`src/rtl/edge_detector_bank_if.sv`:
```
// Bus bundle for edge_detector_bank: run-time controls, raw inputs and per-channel results.
// Define EDGE_DETECTOR_BANK_COUNT_EN to add i_clear_count / o_edge_count.
interface edge_detector_bank_if #(
  parameter int WIDTH       = 4,
  parameter int COUNT_WIDTH = 8
);

  logic             i_enable;
  logic [1:0]       i_mode;
  logic [WIDTH-1:0] i_in;
  logic [WIDTH-1:0] o_level;
  logic [WIDTH-1:0] o_pulse;
  logic             o_any_pulse;

`ifdef EDGE_DETECTOR_BANK_COUNT_EN
  logic                         i_clear_count;
  logic [WIDTH*COUNT_WIDTH-1:0] o_edge_count;

  modport master (
    output i_enable, i_mode, i_in, i_clear_count,
    input  o_level, o_pulse, o_any_pulse, o_edge_count
  );

  modport slave (
    input  i_enable, i_mode, i_in, i_clear_count,
    output o_level, o_pulse, o_any_pulse, o_edge_count
  );
`else
  modport master (
    output i_enable, i_mode, i_in,
    input  o_level, o_pulse, o_any_pulse
  );

  modport slave (
    input  i_enable, i_mode, i_in,
    output o_level, o_pulse, o_any_pulse
  );
`endif

  if (WIDTH < 1) begin : g_bad_width
    $error("edge_detector_bank_if: WIDTH must be >= 1");
  end
  if (COUNT_WIDTH < 1) begin : g_bad_count_width
    $error("edge_detector_bank_if: COUNT_WIDTH must be >= 1");
  end

endinterface

```
`src/rtl/edge_detector_bank.sv`:
```
// Multi-channel synchroniser, debouncer and run-time selectable edge-pulse generator.
// Optional per-channel saturating edge counters when EDGE_DETECTOR_BANK_COUNT_EN is defined.
module edge_detector_bank #(
  parameter int WIDTH       = 4,
  parameter int SYNC_STAGES = 2,
  parameter int DEBOUNCE    = 4,
  parameter int COUNT_WIDTH = 8
) (
  input  logic                  i_clock,
  input  logic                  i_reset,
  edge_detector_bank_if.slave   bus
);

  localparam int CNT_W = (DEBOUNCE > 1) ? $clog2(DEBOUNCE) : 1;
  localparam logic [CNT_W-1:0] CNT_LAST = CNT_W'(DEBOUNCE - 1);

  if (WIDTH < 1) begin : g_bad_width
    $error("edge_detector_bank: WIDTH must be >= 1");
  end
  if (SYNC_STAGES < 2) begin : g_bad_sync
    $error("edge_detector_bank: SYNC_STAGES must be >= 2");
  end
  if (DEBOUNCE < 1) begin : g_bad_debounce
    $error("edge_detector_bank: DEBOUNCE must be >= 1");
  end
  if (COUNT_WIDTH < 1) begin : g_bad_count_width
    $error("edge_detector_bank: COUNT_WIDTH must be >= 1");
  end

  logic [SYNC_STAGES-1:0] r_sync [WIDTH];
  logic [CNT_W-1:0]       r_cnt  [WIDTH];
  logic [WIDTH-1:0]       r_level;
  logic [WIDTH-1:0]       r_pulse;
  logic                   r_any_pulse;

  logic [WIDTH-1:0]       w_sync;
  logic [WIDTH-1:0]       w_accept;
  logic [WIDTH-1:0]       w_pulse_next;
  logic                   w_rise_en;
  logic                   w_fall_en;

  // Decode which edge directions may pulse at this clock edge
  always_comb begin
    w_rise_en = 1'b0;
    w_fall_en = 1'b0;
    if (bus.i_enable) begin
      case (bus.i_mode)
        2'b00: begin
          w_rise_en = 1'b1;
          w_fall_en = 1'b0;
        end
        2'b01: begin
          w_rise_en = 1'b0;
          w_fall_en = 1'b1;
        end
        2'b10: begin
          w_rise_en = 1'b1;
          w_fall_en = 1'b1;
        end
        default: begin
          w_rise_en = 1'b0;
          w_fall_en = 1'b0;
        end
      endcase
    end else begin
      w_rise_en = 1'b0;
      w_fall_en = 1'b0;
    end
  end

  // Per-channel acceptance of a persistent new value and the pulse it would raise
  always_comb begin
    w_sync       = {WIDTH{1'b0}};
    w_accept     = {WIDTH{1'b0}};
    w_pulse_next = {WIDTH{1'b0}};
    for (int i = 0; i < WIDTH; i++) begin
      w_sync[i]       = r_sync[i][SYNC_STAGES-1];
      w_accept[i]     = (w_sync[i] != r_level[i]) && (r_cnt[i] == CNT_LAST);
      w_pulse_next[i] = w_accept[i] &&
                        ((w_sync[i] && w_rise_en) || (!w_sync[i] && w_fall_en));
    end
  end

  // Input synchroniser chains; stage 0 is the metastability-exposed flop
  always_ff @(posedge i_clock or posedge i_reset) begin
    if (i_reset) begin
      for (int i = 0; i < WIDTH; i++) begin
        r_sync[i] <= {SYNC_STAGES{1'b0}};
      end
    end else begin
      for (int i = 0; i < WIDTH; i++) begin
        r_sync[i] <= {r_sync[i][SYNC_STAGES-2:0], bus.i_in[i]};
      end
    end
  end

  // Debounce counters and accepted level; a run is restarted whenever sync agrees with level
  always_ff @(posedge i_clock or posedge i_reset) begin
    if (i_reset) begin
      r_level <= {WIDTH{1'b0}};
      for (int i = 0; i < WIDTH; i++) begin
        r_cnt[i] <= {CNT_W{1'b0}};
      end
    end else begin
      for (int i = 0; i < WIDTH; i++) begin
        if (w_sync[i] == r_level[i]) begin
          r_cnt[i] <= {CNT_W{1'b0}};
        end else if (w_accept[i]) begin
          r_level[i] <= w_sync[i];
          r_cnt[i]   <= {CNT_W{1'b0}};
        end else begin
          r_cnt[i] <= r_cnt[i] + 1'b1;
        end
      end
    end
  end

  // Registered pulses, aligned with the cycle the level first shows its new value
  always_ff @(posedge i_clock or posedge i_reset) begin
    if (i_reset) begin
      r_pulse     <= {WIDTH{1'b0}};
      r_any_pulse <= 1'b0;
    end else begin
      r_pulse     <= w_pulse_next;
      r_any_pulse <= |w_pulse_next;
    end
  end

  assign bus.o_level     = r_level;
  assign bus.o_pulse     = r_pulse;
  assign bus.o_any_pulse = r_any_pulse;

`ifdef EDGE_DETECTOR_BANK_COUNT_EN
  localparam logic [COUNT_WIDTH-1:0] COUNT_MAX = {COUNT_WIDTH{1'b1}};

  logic [COUNT_WIDTH-1:0]       r_count [WIDTH];
  logic [WIDTH*COUNT_WIDTH-1:0] w_edge_count;

  // Saturating edge counters; clear wins over a same-cycle increment
  always_ff @(posedge i_clock or posedge i_reset) begin
    if (i_reset) begin
      for (int i = 0; i < WIDTH; i++) begin
        r_count[i] <= {COUNT_WIDTH{1'b0}};
      end
    end else if (bus.i_clear_count) begin
      for (int i = 0; i < WIDTH; i++) begin
        r_count[i] <= {COUNT_WIDTH{1'b0}};
      end
    end else begin
      for (int i = 0; i < WIDTH; i++) begin
        if (r_pulse[i] && (r_count[i] != COUNT_MAX)) begin
          r_count[i] <= r_count[i] + 1'b1;
        end
      end
    end
  end

  // Flatten counters onto the output bus, channel i at [i*COUNT_WIDTH +: COUNT_WIDTH]
  always_comb begin
    w_edge_count = {(WIDTH*COUNT_WIDTH){1'b0}};
    for (int i = 0; i < WIDTH; i++) begin
      w_edge_count[i*COUNT_WIDTH +: COUNT_WIDTH] = r_count[i];
    end
  end

  assign bus.o_edge_count = w_edge_count;
`else
`endif

endmodule

```
`src/flat_wrapper.sv`:
```
// flat-port wrapper written by rule: the top's interface ports become plain ports
module edge_detector_bank_flat 
#(
  parameter int WIDTH       = 4,
  parameter int SYNC_STAGES = 2,
  parameter int DEBOUNCE    = 4,
  parameter int COUNT_WIDTH = 8
)
  (i_clock, i_reset, bus_i_enable, bus_i_mode, bus_i_in, bus_o_level, bus_o_pulse, bus_o_any_pulse);
  edge_detector_bank_if #(.WIDTH(WIDTH), .COUNT_WIDTH(COUNT_WIDTH)) bus_i ();
  input  logic i_clock;
  input  logic i_reset;
  input wire logic [$bits(bus_i.i_enable)-1:0] bus_i_enable;
  input wire logic [$bits(bus_i.i_mode)-1:0] bus_i_mode;
  input wire logic [$bits(bus_i.i_in)-1:0] bus_i_in;
  output wire logic [$bits(bus_i.o_level)-1:0] bus_o_level;
  output wire logic [$bits(bus_i.o_pulse)-1:0] bus_o_pulse;
  output wire logic [$bits(bus_i.o_any_pulse)-1:0] bus_o_any_pulse;
  assign bus_i.i_enable = bus_i_enable;
  assign bus_i.i_mode = bus_i_mode;
  assign bus_i.i_in = bus_i_in;
  assign bus_o_level = bus_i.o_level;
  assign bus_o_pulse = bus_i.o_pulse;
  assign bus_o_any_pulse = bus_i.o_any_pulse;
  edge_detector_bank #(.WIDTH(WIDTH), .SYNC_STAGES(SYNC_STAGES), .DEBOUNCE(DEBOUNCE), .COUNT_WIDTH(COUNT_WIDTH)) u_core (.i_clock(i_clock), .i_reset(i_reset), .bus(bus_i));
endmodule
```
`config.mk`:
```
export PLATFORM = sky130hd
export DESIGN_NAME = edge_detector_bank_flat
export DESIGN_NICKNAME = d
export VERILOG_FILES = /design/src/rtl/edge_detector_bank_if.sv /design/src/rtl/edge_detector_bank.sv /design/src/flat_wrapper.sv
export SDC_FILE = /design/constraint.sdc
export NUM_CORES = 1
export LEC_CHECK = 0
export ABC_AREA = 1
export CORE_MARGIN = 8
export CORE_UTILIZATION = 46
export DETAILED_ROUTE_END_ITERATION = 10
export MAX_ROUTING_LAYER = met4
export PLACE_DENSITY = 0.71
export SYNTH_ARGS = -nofsm -noshare
export SYNTH_HDL_FRONTEND = slang
export SYNTH_SLANG_ARGS = --single-unit
```
`constraint.sdc`:
```
create_clock -name i_clock -period 1.15 [get_ports i_clock]
set_clock_uncertainty 0.05 [all_clocks]
set_input_delay 0.23 -clock i_clock [delete_from_list [all_inputs] [get_ports i_clock]]
set_output_delay 0.23 -clock i_clock [all_outputs]
set_load 0.1 [all_outputs]
```
# Word level (Yosys, flattened, before mapping)
# Index checks and enable logic that the tools add are counted.
classes:
  addsub: 4
  eq_ne: 14
  n_mux: 12
  bitwise: 4
  reduce_logical: 32
op_table:
  columns: ["op", "n"]
  rows:
  - ["logical AND 1 bit", 16]
  - ["two-way mux 2 bit", 8]
  - ["== test 2 bit (second input constant)", 5]
  - ["adder 2 x 1 -> 2 bit (second input constant)", 4]
  - ["AND reduction 2 bit", 4]
  - ["== test 1 bit", 4]
  - ["logical NOT 1 bit", 4]
  - ["logical OR 1 bit", 4]
  - ["two-way mux 1 bit", 4]
  - ["inequality test 1 bit", 4]
  - ["NOT 1 bit", 4]
  - ["OR reduction 2 bit", 2]
  - ["OR reduction 4 bit", 1]
  - ["== test 2 x 1 -> 1 bit (second input constant)", 1]
  - ["logical NOT 2 bit", 1]
word_totals:
  ff_bits: 25
  inputBits: 9
  out_inout_bits: 9
  wordCells: 80

# Depth between registers and ports, before layout
# Gate-level depths: netlist of run 1.
depth:
  ltp_word: 8
  depth_mapped: 10
  mapped_depth_nobuf: 10

# Worst setup path after synthesis of run 1
# Ideal clock, no wire load.
synth_path:
  path_type: "reg2reg"
  start: "register u_core.r_level[1], in the netlist u_core.bus.o_level[1]"
  end: "register u_core.r_any_pulse, in the netlist u_core.bus.o_any_pulse"
  setup_ps: 65
  arrival_ps: 1488
  required_time_ps: 1035
  setup_slack_ps: -453
  path_stages_with_launch: 9
  path_buffers: 0
  synth_period_minus_slack_ps: 1603
  cell_sequence: "dfrtp_1 -> inv_1 -> nand2_2 -> nand2_2 -> nor2_2 -> nand2_1 -> nand2_1 -> inv_1 -> nand2_1"
synth_via:
  elab_chain_len: 4
synth_lines:
  columns: ["element", "line_no", "rtl"]
  rows:
  - ["start: declaration", "edge_detector_bank.sv:32", "logic [WIDTH-1:0] r_level;"]
  - ["start signal: assignment", "edge_detector_bank.sv:100", "r_level <= {WIDTH{1'b0}};"]
  - ["start signal: indexed assignment", "edge_detector_bank.sv:109", "r_level[i] <= w_sync[i];"]
  - ["inequality test 1 bit", "edge_detector_bank.sv:78", "w_accept[i] = (w_sync[i] != r_level[i]) && (r_cnt[i] == CNT_LAST);"]
  - ["logical AND 1 bit", "edge_detector_bank.sv:78", null]
  - ["logical AND 1 bit", "edge_detector_bank.sv:79", "w_pulse_next[i] = w_accept[i] &&"]
  - ["OR reduction 4 bit", "edge_detector_bank.sv:125", "r_any_pulse <= |w_pulse_next;"]
  - ["end signal: assignment", "edge_detector_bank.sv:125", null]
  - ["end: declaration", "edge_detector_bank.sv:34", "logic r_any_pulse;"]
# Every way passes these cells.
# A chain may end at the register's enable or synchronous reset.

# Final worst setup path of run 1
layout_path:
  start: "register u_core.r_level[1], in the netlist u_core.bus.o_level[1]"
  end: "output port bus_o_level[1]"
layout_lines:
  columns: ["element", "line_no", "rtl"]
  rows:
  - ["end: declaration", "flat_wrapper.sv:16", "output wire logic [$bits(bus_i.o_level)-1:0] bus_o_level;"]
# No word-level cell between the ends.

==> flow_metrics.env, run 1 <==
export IMPL_dpl_worst_slack_ps=-573.8
export IMPL_port_buffers=17
export IMPL_die_width_um=62.85
export IMPL_reg2reg_setup_slack_ps=-70
export IMPL_avgSynthCellArea_um2=9.616
export IMPL_synth_fp_nets=120
export IMPL_start_kind="flip-flop"
export IMPL_syn_to_final_growth_pct=48.20
export IMPL_syn_area_um2=1010
export IMPL_critPathTopFamily="flip-flops"
export IMPL_required_ps=870
export IMPL_violations="negative setup slack"
export IMPL_critical_path_cell_chain="buf_12"
export IMPL_vias=765
export IMPL_hold_viol=0
export IMPL_cts_path_max_buffers=2
export IMPL_wire_per_inst_um=11.37
export IMPL_nNetsFinal=151
export IMPL_dpl_hpwl_um=1330
export IMPL_routed_wl_um=1854
export IMPL_worst_path_buf_inv=1
export IMPL_ios=18
export IMPL_crit_path_end_kind="output port"
export IMPL_synthTopCellsByCount="dfrtp_1 (25), nand2_1 (24), inv_1 (18)"
export IMPL_p_total_mw=3.337
export IMPL_fin_setup_tns_ps=-947.6
export IMPL_rsz0062_at_grt="true"
export IMPL_place_inst=152
export IMPL_worstPathMaxFanout=2
export IMPL_max_stage_delay_ps=520
export IMPL_clockRootBuffer="clkbuf_4"
export IMPL_placed_cell_area_um2=1353
export IMPL_stdcell_count=163
export IMPL_p_per_area_nw_per_um2=2230
export IMPL_outcome="finished, violations left"
export IMPL_fin_util_pct=69.66
export IMPL_fin_ws_ps=-143.4
export IMPL_drv_cap=0
export IMPL_max_slew_margin_pct=87.21
export IMPL_cts_tree="built"
export IMPL_h_tree_depth=1
export IMPL_layout_drive_gt1_share_pct=42.96
export IMPL_timing_rr_start="u_core.bus.o_level[2]$_DFFE_PP0P_"
export IMPL_detail_route_antenna_nets=0
export IMPL_dr_pass1_iters=4
export IMPL_drtIter0Drc=8
export IMPL_final_area_um2=1496
export IMPL_synth_edf_count=0
export IMPL_synthFlopType="dfrtp_1"
export IMPL_die_y_um=62.85
export IMPL_clk_latency_ps=320
export IMPL_synth_cells=105
export IMPL_leakagePower_nw=0.7569
export IMPL_track_usage_pct=9.668
export IMPL_hold_class="primary input to asynchronous set/reset pin"
export IMPL_ir_worst_vdd_uv=1463
export IMPL_yosysTopAreaCell="dfrtp_1"
export IMPL_viasPerCell=4.693
export IMPL_r2r_worst_path_cells=8
export IMPL_yosys_warnings=0
export IMPL_ys_seq_elements=25
export IMPL_period_share_pct=112.5
export IMPL_antenna_found_initial=0
export IMPL_antenna_cells=0
export IMPL_critPathKind="flip-flop to output port"
export IMPL_clkTransAtPathRegs_ps=130
export IMPL_synth_cell_types=11
export IMPL_ys_top_cells_by_area="dfrtp_1 (62%), nand2_1 (8.9%), ha_1 (7.4%)"
export IMPL_arrival_ps=1010
export IMPL_whs_ps=160.9
export IMPL_design_die_area_um2=3950
export IMPL_ctsHoldBuffers=0
export IMPL_tightest_slew_ps=191.9
export IMPL_start_util_pct=47.00
export IMPL_r2r_end="u_core.bus.o_any_pulse$_DFF_PP0_"
export IMPL_grt_overflow_total=0
export IMPL_grt_pass1_vias=750
export IMPL_cts_inserted_buffers=3
export IMPL_cts_sinks=25
export IMPL_min_period_ps=1293
export IMPL_grt_max_degree=26
export IMPL_gp_congestion=0.7527
export IMPL_yosysTopAreaCellShare_pct=61.96
export IMPL_slew_viol_final=0
export IMPL_drc=0
export IMPL_finalSetupViolCount=12
export IMPL_fmax_ghz=0.7732
export IMPL_async_flop_share_pct=100.0
export IMPL_cp_slowest_cell="dfrtp_4"
export IMPL_core_um2=2148
export IMPL_grt_pass1_wl_um=3029
export IMPL_row_count=17
export IMPL_post_synth_top_count_cell="dfrtp_1"
export IMPL_ys_seq_area_share_pct=61.96
[registers in the layout, indices dropped and copies added (netlist names)]
| signal | cells |
|---|---|
| u_core.bus.o_any_pulse | 1 |
| u_core.bus.o_level | 4 |
| u_core.bus.o_pulse | 4 |
| u_core.r_cnt | 8 |
| u_core.r_sync | 8 |
[report_power, final]
part / switching (mW) / total (mW) / internal (mW)
clock: 0.259 / 0.390 / 0.130
sequential: 0.148 / 1.27 / 1.12
combinational: 1.00 / 1.68 / 0.672
total: 1.41 / 3.34 / 1.92
[tightest hold or removal path, delay by kind of cell]
family	cells	cell delay, ps
buffers and inverters	3	670
[placed cells by master (no fill, tap or decap)]
| cell type | count |
|---|---|
| clkinv_2 | 1 |
| nor3_2 | 3 |
| ha_1 | 5 |
| dfrtp_1 | 17 |
| dlygate4sd2_1 | 2 |
| nand2_2 | 7 |
| nor2_1 | 7 |
| inv_2 | 7 |
| inv_1 | 13 |
| o21ai_1 | 1 |
| ha_4 | 1 |
| buf_6 | 1 |
| buf_12 | 10 |
| nand2_1 | 21 |
| dfrtp_2 | 4 |
| o21ai_0 | 4 |
| nand3_2 | 2 |
| buf_4 | 7 |
| dfrtp_4 | 4 |
| nor3_1 | 1 |
| nand2_4 | 1 |
| nor2_2 | 6 |
| clkbuf_4 | 3 |
| inv_4 | 1 |
| clkdlybuf4s50_1 | 6 |
[worst max-delay path by stage]
stage	end	depth (start not counted)	from	slack (ps)
floorplan	u_core.bus.o_any_pulse$_DFF_PP0_	8	u_core.bus.o_level[1]$_DFFE_PP0P_	-60
global placement	u_core.bus.o_any_pulse$_DFF_PP0_	11	bus_i_mode[1]	-520
detailed placement	u_core.bus.o_any_pulse$_DFF_PP0_	11	bus_i_mode[1]	-570
CTS	bus_o_level[3]	1	u_core.bus.o_level[3]$_DFFE_PP0P_	-140
global route	bus_o_level[1]	1	u_core.bus.o_level[1]$_DFFE_PP0P_	-180
finish	bus_o_level[1]	1	u_core.bus.o_level[1]$_DFFE_PP0P_	-140
[layout make-up]
cell class / instances / area, µm²
Clock buffer: 3 / 22.52
Inverter: 21 / 81.33
Multi-Input combinational cell: 59 / 365.4
Sequential cell: 25 / 645.6
Timing Repair Buffer: 26 / 341.6
Clock inverter: 1 / 5.005
Fill cell: 151 / 651.9
Tap cell: 28 / 35.03
[layer usage]
layer / track usage (%) / vias up / wire [µm]
met5: - / - / 0
met4: 6.553 / 0 / 42
met3: 2.151 / 5 / 63
met2: 16.69 / 15 / 996
met1: 9.519 / 368 / 752
li1: - / 377 / -
[kinds of logic after synthesis]
kind of cell,Yosys count,share of synthesized area [%]
flops,25,61.96
buf+inv,21,7.806
fa+ha+maj,6,7.435
compound gates,5,2.478
simple gates,48,20.32
[what timing repair did]
action / in CTS / in global routing
pin swaps: 7 / 7
setup endpoints to repair: 14 / 18
gates cloned: 0 / 0
resized for setup: 9 / 13
buffers inserted: 5 / 2
Power figures use the tool's default switching activity.
==> run 2, diff against run 1 <==
--- a/config.mk
+++ b/config.mk
@@ -6,8 +6,10 @@
 export NUM_CORES = 1
 export LEC_CHECK = 0
 export ABC_AREA = 1
+export CAP_MARGIN = 20
 export CORE_MARGIN = 8
 export CORE_UTILIZATION = 46
+export CTS_BUF_LIST = sky130_fd_sc_hd__clkbuf_8
 export DETAILED_ROUTE_END_ITERATION = 10
 export MAX_ROUTING_LAYER = met4
 export PLACE_DENSITY = 0.71
==> run 2 against run 1 <==
The flow still finishes with violations (negative setup slack). Routed wire length decreased by 9.9%. Global-route usage decreased by 0.61 points. Sequential share of layout area increased by 2.3 points. Critical path type unchanged. Register-to-register slack improved by 90 ps. Via count decreased by 6.5%. Die area unchanged. Worst setup slack improved by 64 ps. Power decreased by 4.3%. Non-clock buffer count decreased by 7. Maximum frequency increased by 5.2%.
==> flow_metrics.env, run 2 (synthesized netlist as in run 1, its figures left out) <==
export IMPL_p_int_mw=1.877
export IMPL_dr_pass1_iters=2
export IMPL_antenna_found_initial=0
export IMPL_slew_viol_final=0
export IMPL_leakagePower_nw=0.7234
export IMPL_h_tree_depth=1
export IMPL_r2r_worst_path_cells=8
export IMPL_worst_path_buf_inv=1
export IMPL_clk_latency_ps=260
export IMPL_reg_top3="u_core.r_cnt: 8 flops, u_core.r_sync: 8 flops"
export IMPL_cts_tree="built"
export IMPL_routed_wl_um=1671
export IMPL_start_kind="flip-flop"
export IMPL_top_layer="met4"
export IMPL_grt_pass1_vias=736
export IMPL_wl_met3_um=55
export IMPL_drc=0
export IMPL_fin_ws_ps=-78.89
export IMPL_grt_pass1_wl_um=2842
export IMPL_detail_route_antenna_nets=0
export IMPL_dr_wl_met2_um=888
export IMPL_cts_sinks=25
export IMPL_hold_viol=0
export IMPL_p_seq_share_pct=40.2
export IMPL_core_um2=2148
export IMPL_placed_cell_area_um2=1353
export IMPL_drv_cap=0
export IMPL_post_cts_buffers=0
export IMPL_row_count=17
export IMPL_grt_overflow_total=0
export IMPL_fin_setup_tns_ps=-302.4
export IMPL_design_die_area_um2=3950
export IMPL_final_area_um2=1421
export IMPL_die_width_um=62.85
export IMPL_gp_congestion=0.7527
export IMPL_nNetsFinal=144
export IMPL_critPathTopFamily="flip-flops"
export IMPL_hold_class="primary input to asynchronous set/reset pin"
export IMPL_fmax_ghz=0.8137
export IMPL_rsz0062_at_grt="true"
export IMPL_dpl_hpwl_um=1330
export IMPL_p_sw_share_pct=41.21
export IMPL_cts_path_max_buffers=2
export IMPL_required_ps=870
export IMPL_cts_inserted_buffers=3
export IMPL_worst_path_stages=1
export IMPL_max_stage_delay_ps=510
export IMPL_r2r_end="u_core.bus.o_any_pulse$_DFF_PP0_"
export IMPL_period_share_pct=106.9
export IMPL_arrival_ps=950
export IMPL_crit_end="bus_o_level[0]"
export IMPL_critPathKind="flip-flop to output port"
export IMPL_drt_met1_wl_um=690
export IMPL_vias=715
export IMPL_layout_drive_gt1_share_pct=32.03
export IMPL_viasPerCell=4.583
export IMPL_ios=18
export IMPL_die_y_um=62.85
export IMPL_finalSetupViolCount=4
export IMPL_drtIter0Drc=16
export IMPL_grt_max_degree=26
export IMPL_min_period_ps=1229
export IMPL_violations="negative setup slack"
export IMPL_tightest_slew_ps=169.9
export IMPL_power_switching_mw=1.316
export IMPL_crit_start="u_core.bus.o_level[0]$_DFFE_PP0P_"
export IMPL_power_frac_comb_pct=44.3
export IMPL_most_common_layout_cells="nand2_1 (23), dfrtp_1 (17), inv_1 (14)"
export IMPL_clkTransAtPathRegs_ps=80
export IMPL_ctsHoldBuffers=0
export IMPL_p_per_area_nw_per_um2=2247
export IMPL_crit_path_end_kind="output port"
export IMPL_wire_per_inst_um=10.71
export IMPL_timing_rr_start="u_core.bus.o_level[1]$_DFFE_PP0P_"
export IMPL_start_util_pct=47.00
export IMPL_clockRootBuffer="clkbuf_8"
export IMPL_antenna_cells=0
export IMPL_critical_path_cell_chain="buf_12"
export IMPL_clockPowerShare_pct=15.5
export IMPL_worstPathMaxFanout=3
export IMPL_outcome="finished, violations left"
export IMPL_max_slew_margin_pct=88.58
export IMPL_p_total_mw=3.193
export IMPL_ir_worst_vdd_uv=1396
export IMPL_port_buffers=17
export IMPL_syn_to_final_growth_pct=40.77
export IMPL_cp_slowest_cell="dfrtp_4"
export IMPL_track_usage_pct=9.056
export IMPL_reg2reg_setup_slack_ps=20
export IMPL_mostFrequentLayoutCell="nand2_1"
==> run 2: layout make-up <==
cell class,count,area (µm²)
Inverter,21,78.83
Clock buffer,3,41.29
Multi-Input combinational cell,59,330.3
Sequential cell,25,645.6
Tap cell,28,35.03
Timing Repair Buffer,19,285.3
Clock inverter,1,5.005
Fill cell,161,726.9
==> run 2: worst min path at each step <==
stage	depth (start not counted)	slack [ps]	start	end
6_report	3	230	i_reset	u_core.bus.o_level[3]$_DFFE_PP0P_
5_1_grt	3	240	i_reset	u_core.r_sync[4]$_DFF_PP0_
4_1_cts	3	240	i_reset	u_core.bus.o_level[1]$_DFFE_PP0P_
3_5_place_dp	0	290	u_core.r_sync[4]$_DFF_PP0_	u_core.r_sync[5]$_DFF_PP0_
3_3_place_gp	0	280	u_core.r_sync[0]$_DFF_PP0_	u_core.r_sync[1]$_DFF_PP0_
2_1_floorplan	1	210	i_reset	u_core.bus.o_any_pulse$_DFF_PP0_
==> run 2: what timing repair did <==
| action | 4_1_cts | 5_1_grt |
|---|---|---|
| gates cloned | 0 | 0 |
| endpoints found under the hold margin | 0 | 0 |
| pin swaps | 6 | 0 |
| endpoints found under the setup margin | 9 | 9 |
| resized for setup | 8 | 2 |
==> run 2: layer usage <==
layer	GRT usage [%]	up-vias
met1	8.556	335
met3	2.867	5
met5	-	-
met4	5.983	0
li1	-	362
met2	15.52	13
==> run 2: through the flow <==
step	cells	hold slack, ps	setup slack (ps)	util, %
detailed placement	152	285.6	-573.8	62.96
CTS	156	240.8	-88.27	65.93
global placement	152	282.2	-515.9	62.96
global route	156	244.7	-107.8	66.16
floorplan	105	207.1	-56.65	-
finish	156	234.3	-78.89	66.16
==> run 2: power groups by stage <==
stage | sequential [mW] | clock, mW | combinational [mW]
floorplan | 1.81 | 0 | 0.389
global placement | 1.29 | 0 | 1.38
finish | 1.28 | 0.496 | 1.41
global route | 1.31 | 0.555 | 1.52
CTS | 1.29 | 0.521 | 1.43
detailed placement | 1.30 | 0 | 1.42
==> run 3, diff against run 2 <==
--- a/config.mk
+++ b/config.mk
@@ -8,11 +8,13 @@
 export ABC_AREA = 1
 export CAP_MARGIN = 20
 export CORE_MARGIN = 8
-export CORE_UTILIZATION = 46
+export CORE_UTILIZATION = 50
 export CTS_BUF_LIST = sky130_fd_sc_hd__clkbuf_8
 export DETAILED_ROUTE_END_ITERATION = 10
 export MAX_ROUTING_LAYER = met4
-export PLACE_DENSITY = 0.71
+export PLACE_DENSITY = 0.76
+export SKIP_LAST_GASP = 1
+export SLEW_MARGIN = 20
 export SYNTH_ARGS = -nofsm -noshare
 export SYNTH_HDL_FRONTEND = slang
 export SYNTH_SLANG_ARGS = --single-unit
==> run 3 against run 2 <==
The run still ends with negative setup slack left. Maximum frequency shrank 0.49%. Worst setup slack got worse by 6.1 ps. Sequential power is essentially flat. Sequential share of layout area decreased by 0.67 points. Worst hold slack lost 7.4 ps. Register-to-register slack worse by 60 ps. Highest routed layer unchanged.
==> flow_metrics.env, run 3 (synthesized netlist as in run 1, its figures left out) <==
export IMPL_outcome="finished, violations left"
export IMPL_violations="negative setup slack"
export IMPL_p_seq_share_pct=38.8
export IMPL_power_frac_comb_pct=45.7
export IMPL_grt_pass1_vias=742
export IMPL_cts_path_max_buffers=2
export IMPL_fin_util_pct=74.29
export IMPL_required_ps=870
export IMPL_ir_worst_vdd_uv=2084
export IMPL_die_width_um=60.94
export IMPL_ios=18
export IMPL_critPathTopFamily="flip-flops"
export IMPL_wire_per_inst_um=11.56
export IMPL_rsz0062_at_grt="true"
export IMPL_core_um2=1942
export IMPL_multiInputGateArea_um2=312.8
export IMPL_grt_busiest_layer="met2"
export IMPL_whs_ps=226.9
export IMPL_design_die_area_um2=3714
export IMPL_clkTransAtPathRegs_ps=80
export IMPL_start_util_pct=52.00
export IMPL_dpl_worst_slack_ps=-546.6
export IMPL_clk_latency_ps=270
export IMPL_power_switching_mw=1.373
export IMPL_p_per_area_nw_per_um2=2302
export IMPL_drv_cap=0
export IMPL_max_stage_delay_ps=510
export IMPL_critical_path_cell_chain="buf_12"
export IMPL_track_usage_pct=12.07
export IMPL_tightest_slew_ps=208.8
export IMPL_critPathKind="flip-flop to output port"
export IMPL_clockPowerShare_pct=15.5
export IMPL_start_kind="flip-flop"
export IMPL_reg_top3="u_core.r_cnt: 8 flops, u_core.r_sync: 8 flops"
export IMPL_dr_pass1_iters=5
export IMPL_met1_usage_pct=11.49
export IMPL_port_buffers=17
export IMPL_fillers=142
export IMPL_fin_ws_ps=-85.00
export IMPL_viasPerCell=4.669
export IMPL_antenna_cells=0
export IMPL_crit_path_end_kind="output port"
export IMPL_clockRootBuffer="clkbuf_8"
export IMPL_hold_viol=0
export IMPL_syn_to_final_growth_pct=42.87
export IMPL_hold_class="primary input to asynchronous set/reset pin"
export IMPL_fmax_ghz=0.8097
export IMPL_arrival_ps=950
export IMPL_drtIter0Drc=12
export IMPL_cts_sinks=25
export IMPL_p_sw_share_pct=41.34
export IMPL_worstPathMaxFanout=3
export IMPL_min_period_ps=1235
export IMPL_detail_route_antenna_nets=0
export IMPL_p_int_mw=1.948
export IMPL_die_y_um=60.94
export IMPL_cts_tree="built"
export IMPL_cts_inserted_buffers=3
export IMPL_drc=0
export IMPL_gp_congestion=0.7618
export IMPL_regArea_um2=645.6
export IMPL_met3_usage_pct=2.542
export IMPL_dpl_hpwl_um=1416
export IMPL_grt_overflow_total=0
export IMPL_grt_pass1_wl_um=3091
export IMPL_h_tree_depth=1
export IMPL_layout_drive_gt1_share_pct=33.08
export IMPL_worst_path_buf_inv=1
export IMPL_period_share_pct=107.4
export IMPL_most_common_layout_cells="nand2_1 (23), dfrtp_1 (17), inv_1 (16)"
export IMPL_grt_max_degree=26
export IMPL_grt_met2_usage_pct=20.81
export IMPL_routed_wl_um=1850
export IMPL_finalSetupViolCount=7
export IMPL_max_slew_margin_pct=85.93
export IMPL_slew_viol_final=0
export IMPL_vias=747
export IMPL_row_count=16
export IMPL_ctsHoldBuffers=0
export IMPL_nNetsFinal=149
export IMPL_cp_slowest_cell="dfrtp_4"
export IMPL_leakagePower_nw=0.7454
export IMPL_mostFrequentLayoutCell="nand2_1"
export IMPL_antenna_found_initial=0
==> run 3: worst paths after layout <==
check,from,end,slack (ps),cells after the start
setup / recovery,u_core.bus.o_level[3]$_DFFE_PP0P_,bus_o_level[3],-80,1
hold / removal,i_reset,u_core.r_cnt[0]$_DFF_PP0_,230,3
setup reg to reg,u_core.bus.o_level[0]$_DFFE_PP0P_,u_core.bus.o_any_pulse$_DFF_PP0_,-40,9
hold reg to reg,u_core.r_sync[6]$_DFF_PP0_,u_core.r_sync[7]$_DFF_PP0_,300,0
max in group asynchronous,i_reset,u_core.bus.o_level[1]$_DFFE_PP0P_,660,3
min in group i_clock,u_core.r_sync[6]$_DFF_PP0_,u_core.r_sync[7]$_DFF_PP0_,300,0
==> run 3: final cells by class <==
type | count | share of cell area (%)
inverters | 21 | 5.637
clock buffers | 3 | 2.862
multi-input cells | 59 | 21.68
clock inverters | 1 | 0.3469
flip-flops and latches | 25 | 44.75
repair buffers | 24 | 22.38
well taps | 27 | 2.342
==> run 3: metrics by stage <==
stage                     std cells  TNS, ps  cell area (µm²)  total power [mW]
after floorplan                 105   -69.90             1030             2.195
after global placement          152    -1927             1359             2.686
after detailed placement        152    -2199             1359             2.742
after CTS                       158   -410.3             1418             3.298
after global routing            160   -702.1             1443             3.493
final                           160   -428.0             1443             3.321
==> run 3: routing by layer <==
metal	part of all wire, %	vias to the layer above
met1	41	350
met3	3.1	6
met2	53	19
met4	3.1	0
li1	-	372
met5	0	-
==> run 3: power by group through the flow <==
stage,sequential [mW],combinational (mW),clock (mW)
floorplan,1.81,0.389,0
global placement,1.29,1.39,0
detailed placement,1.31,1.43,0
CTS,1.29,1.48,0.531
global route,1.32,1.62,0.555
finish,1.29,1.52,0.514
==> run 3: timing repair <==
action / CTS / global route
buffers inserted: 2 / 2
pin swaps: 5 / 5
resized for setup: 2 / 7
setup endpoints to repair: 10 / 12
